### src/rtl/prng_pkg.sv
// Shared definitions for the 4-bit universal shift-register PRNG and its checker.
package prng_pkg;

  localparam int unsigned PRNG_WIDTH = 4;
  localparam logic [PRNG_WIDTH-1:0] PRNG_TAPS = 4'b0011;

  typedef enum logic [1:0] {
    ST_HUNT   = 2'd0,
    ST_SYNC   = 2'd1,
    ST_LOCKED = 2'd2
  } chk_state_e;

endpackage

### src/rtl/prng_predictor.sv
// History shift register mirroring the generator state, plus the next-bit XOR tree.
module prng_predictor
  import prng_pkg::*;
#(
  parameter int unsigned           WIDTH = PRNG_WIDTH,
  parameter logic [WIDTH-1:0]      TAPS  = WIDTH'(PRNG_TAPS)
) (
  input  logic             clk,
  input  logic             rst_n,
  input  logic             clear,
  input  logic             shift_en,
  input  logic             bit_in,
  output logic [WIDTH-1:0] hist,
  output logic             pred_c
);

  // Received bits enter at the top; hist[0] is the oldest bit.
  always_ff @(posedge clk or negedge rst_n) begin
    if (!rst_n) begin
      hist <= '0;
    end else if (clear) begin
      hist <= '0;
    end else if (shift_en) begin
      hist <= {bit_in, hist[WIDTH-1:1]};
    end
  end

  // Prediction for the next valid bit from the registered history.
  assign pred_c = ^(hist & TAPS);

endmodule

### config.mk
export PLATFORM = sky130hd
export DESIGN_NAME = prng_predictor
export DESIGN_NICKNAME = d
export VERILOG_FILES = /design/src/rtl/prng_pkg.sv /design/src/rtl/prng_predictor.sv
export SDC_FILE = /design/constraint.sdc
export NUM_CORES = 1
export LEC_CHECK = 0
export BUFFER_PORTS_ARGS = -buffer_cell sky130_fd_sc_hd__buf_2
export CAP_MARGIN = 5
export CORE_AREA = 2 2 39 41
export DETAILED_ROUTE_END_ITERATION = 16
export DIE_AREA = 0 0 41 43
export PLACE_DENSITY = 0.4
export SYNTH_ARGS = -nofsm -noshare
export SYNTH_HDL_FRONTEND = slang
export SYNTH_SLANG_ARGS = --single-unit
### constraint.sdc
create_clock -name clk -period 0.8 [get_ports clk]
set_clock_uncertainty 0.05 [all_clocks]
set_input_delay 0.04 -clock clk [delete_from_list [all_inputs] [get_ports clk]]
set_output_delay 0.04 -clock clk [all_outputs]
set_load 0.02 [all_outputs]
# ---- Yosys cells after proc, flatten, opt, wreduce, memory -nomap -nowiden
# Index checks and enable logic that the tools add are counted.
dict set report op_classes {
  n_div 0
  n_lt_le_gt_ge 0
  eq_ne 0
  bitwise 0
  shifts 0
  n_mul 0
  reduce_logical 2
  addsub 0
  n_mux 2
}
# op n
set ops {}
lappend ops {{$mux 4} 2}
lappend ops {{$reduce_xor 4->1} 1}
lappend ops {{$reduce_bool 2->1} 1}
dict set report totals {
  mem_bits_ro 0
  mem_count 0
  regBits 4
  in_bits 5
  word_cells 5
  mem_bits_rw 0
  output_inout_bits 5
  latch_bits 0
}

# ---- Longest topological paths before layout
dict set report logic_depth {
  ltp_word 2
  ltp_mapped 3
}

# ---- Worst setup path after synthesis
# Ideal clock, no wire load.
dict set report synth_path {
  kind {reg-to-output}
  from {register hist[1]}
  to {output pred_c}
  n_path_buf 0
  path_slack_ps -156
  stages_incl_launch_ff 2
  t_arrival_ps 866
  cell_sequence {dfrtp_1 > xor2_1}
}
dict set report synth_via {
  elab_chain_len 1
}
# element line
set synth_lines {}
lappend synth_lines {{start: declaration} prng_predictor.sv:13} ;# output logic [WIDTH-1:0] hist,
lappend synth_lines {{start signal: assignment} prng_predictor.sv:24} ;# hist <= {bit_in, hist[WIDTH-1:1]};
lappend synth_lines {{$reduce_xor 4->1} prng_predictor.sv:29} ;# assign pred_c = ^(hist & TAPS);
lappend synth_lines {{end: declaration} prng_predictor.sv:14} ;# output logic pred_c
# Every way passes these cells.

# ---- Worst setup path after layout
dict set report layout_path {
  from {register hist[0]}
  to {output pred_c}
}
# Same word-level chain as after synthesis.

==> impl_metrics.yaml <==
timing:
  fin_crit_ns: 1.08
  maxSlewHeadroom_pct: 91.8
  max_freq_mhz: 922
  final-setup-viol-count: 7
  finalCritPeriodShare_pct: 136
  rsz0062_at_grt: "yes"
  setup_ws_ns: -0.285
  worst_pin_slew_ns: 0.120
  hold_viol_final: 0
  setup_tns_ns: -1.15
  maxSlewViolCount: 0
cells_and_area:
  synthToLayoutAreaGrowth_pct: 106
  fin_util_pct: 25.1
  fin_nets: 37
  diodes: 0
  layout-drive-gt1-share_pct: 61.3
  top_register: "hist"
  top_regs: "hist (4)"
  largest_reg_flops: 4
pwr:
  p_int_uw: 435
  pwr-share-seq_pct: 38.1
  p_leak_uw: 0.000176
  power_density_nw_per_um2: 1630
  p_sw_uw: 132
  peakVddDrop_v: 0.000678
  p_comb_share_pct: 11.8
  p_sw_share_pct: 23.2
  clockPowerShare_pct: 50.1
  p_total_uw: 567
global_route:
  grt_pass1_vias: 159
  overflow: 0
  grt_use_total_pct: 6.75
  antenna_found_initial: 0
  grt_max_degree: 5
  grt_pass1_wl_um: 683
critical_path:
  crit_path_end_kind: "output port"
  cp_slowest_cell: "dfrtp_2"
  worst-path-max-fanout: 2
  crit_required_ns: 0.71
  crit_chain: "xor2_4 -> buf_6"
  cpPeakStageDelay_ns: 0.43
  start_kind: "flop"
  crit_arrival_ns: 0.99
  worstSetupPathType: "reg2out"
yosys:
  yosysWarnings: 0
  ys_types: 5
  syn_nets: 19
  synth_area_per_cell_um2: 12.1
  synthCells: 14
  synth.area.top_cells: "dfrtp_1 (59%), mux2i_1 (24%), nor2_1 (8.9%)"
  ys_seq_elements: 4
  syn_area_um2: 169
  synth_seq_area_share_pct: 59.3
  yosys.area.top_type: "dfrtp_1"
  netlist.area_leader.share_pct: 59.3
clock_tree:
  cts_made_buffers: 3
  clk_pin_slew_ns: 0.04
  htreeDepth: 1
  clock_latency_ns: 0.24
  cts_tree: "built"
  cts_root_buf: "clkbuf_4"
  cts.sinks: 4
  cts_buffer_depth: 2
floorplan:
  pin_count: 10
  core-area_um2: 1380
  die_x_um: 41
  initial_core_util_pct: 12.2
  rows: 14
  die_area_um2: 1760
  die_height_um: 43
drt:
  wl_per_cell_um: 8.74
  drt-total-wl_um: 411
  drtPass1Iterations: 2
  drtIter0Drc: 4
  vias_per_cell: 3.32
  vias: 156
  drc: 0
  final_antenna_net_count: 0
placed_design:
  port_buffers: 9
  gp_congestion: 0.708
status:
  status: "finished with violations"
  violations: "negative setup slack"
hold_path:
  min_path_type: "in2reg"
run:
  maxCapViolCount: 0
[per-layer routing]
metal	GRT usage [%]	wire length, um	part of all wire, %
met5	0	0	0
met4	4.00	0	0
met3	7.85	43	10
met2	8.75	212	52
met1	5.84	155	38
[stage by stage]
stage	hold WS [ns]	instances	setup slack, ns	instance area (um^2)
floorplan	-0.306	14	-0.0271	191
global placement	-0.202	38	-0.0538	251
detailed placement	-0.199	38	-0.0623	251
CTS	0.00558	46	-0.295	334
global route	0.0140	47	-0.333	348
finish	0.00916	47	-0.285	348
[path summary, 6_finish.rpt]
check	endpoint	from	depth (start not counted)	slack, ns
max	pred_c	hist[0]	2	-0.28
min	hist[3]	bit_in	3	0.009
max reg2reg	hist[0]	hist[1]	3	-0.12
min reg2reg	hist[3]	hist[3]	2	0.51
max in group asynchronous	hist[3]	rst_n	2	0.47
min in group asynchronous	hist[0]	rst_n	2	0.08
[placed cells by master, fill, tap and decap left out]
master         count
clkbuf_1           1
dlygate4sd3_1      2
mux2i_1            4
buf_2              4
clkbuf_4           3
dfrtp_2            3
xor2_4             1
nor2_1             4
buf_4              4
buf_6              4
dfrtp_1            1
[repair_timing]
action / CTS / global route
resized for setup: 7 / 2
hold buffers: 2 / 0
setup buffers: 2 / 1
setup endpoints to repair: 7 / 7
hold endpoints to repair: 8 / 0
[synthesized netlist by cell type]
| cell | number |
|---|---|
| nor2_1 | 4 |
| clkbuf_2 | 1 |
| mux2i_1 | 4 |
| xor2_1 | 1 |
| dfrtp_1 | 4 |
[area by class of cell]
type                       instances  area, um^2
sequential                         4         104
multi-input combinational          9        82.6
fill                             151        1040
tap                               16        20.0
clock buffer                       4        26.3
timing repair buffer              14         115
[logic make-up after synthesis]
kind of cell  count (synthesis)  share of synthesized area (%)
mux                           4                           23.7
xor+xnor                      1                           5.19
flops                         4                           59.3
buf+inv                       1                           2.96
simple gates                  4                           8.89
[power groups by stage]
stage | Clock, uW | Sequential, uW | Combinational, uW
global route | 324 | 216 | 71.9
detailed placement | 0 | 218 | 47.9
floorplan | 0 | 225 | 19.4
finish | 284 | 216 | 66.9
CTS | 298 | 216 | 64.9
global placement | 0 | 218 | 47.7
[worst max-delay path: cells and delay by family (launching register included)]
| family | cells | cell delay (ns) |
|---|---|---|
| xor+xnor | 1 | 0.19 |
| flops | 1 | 0.43 |
| buf+inv | 1 | 0.13 |
Note: power is estimated with default switching activity, not from simulation.
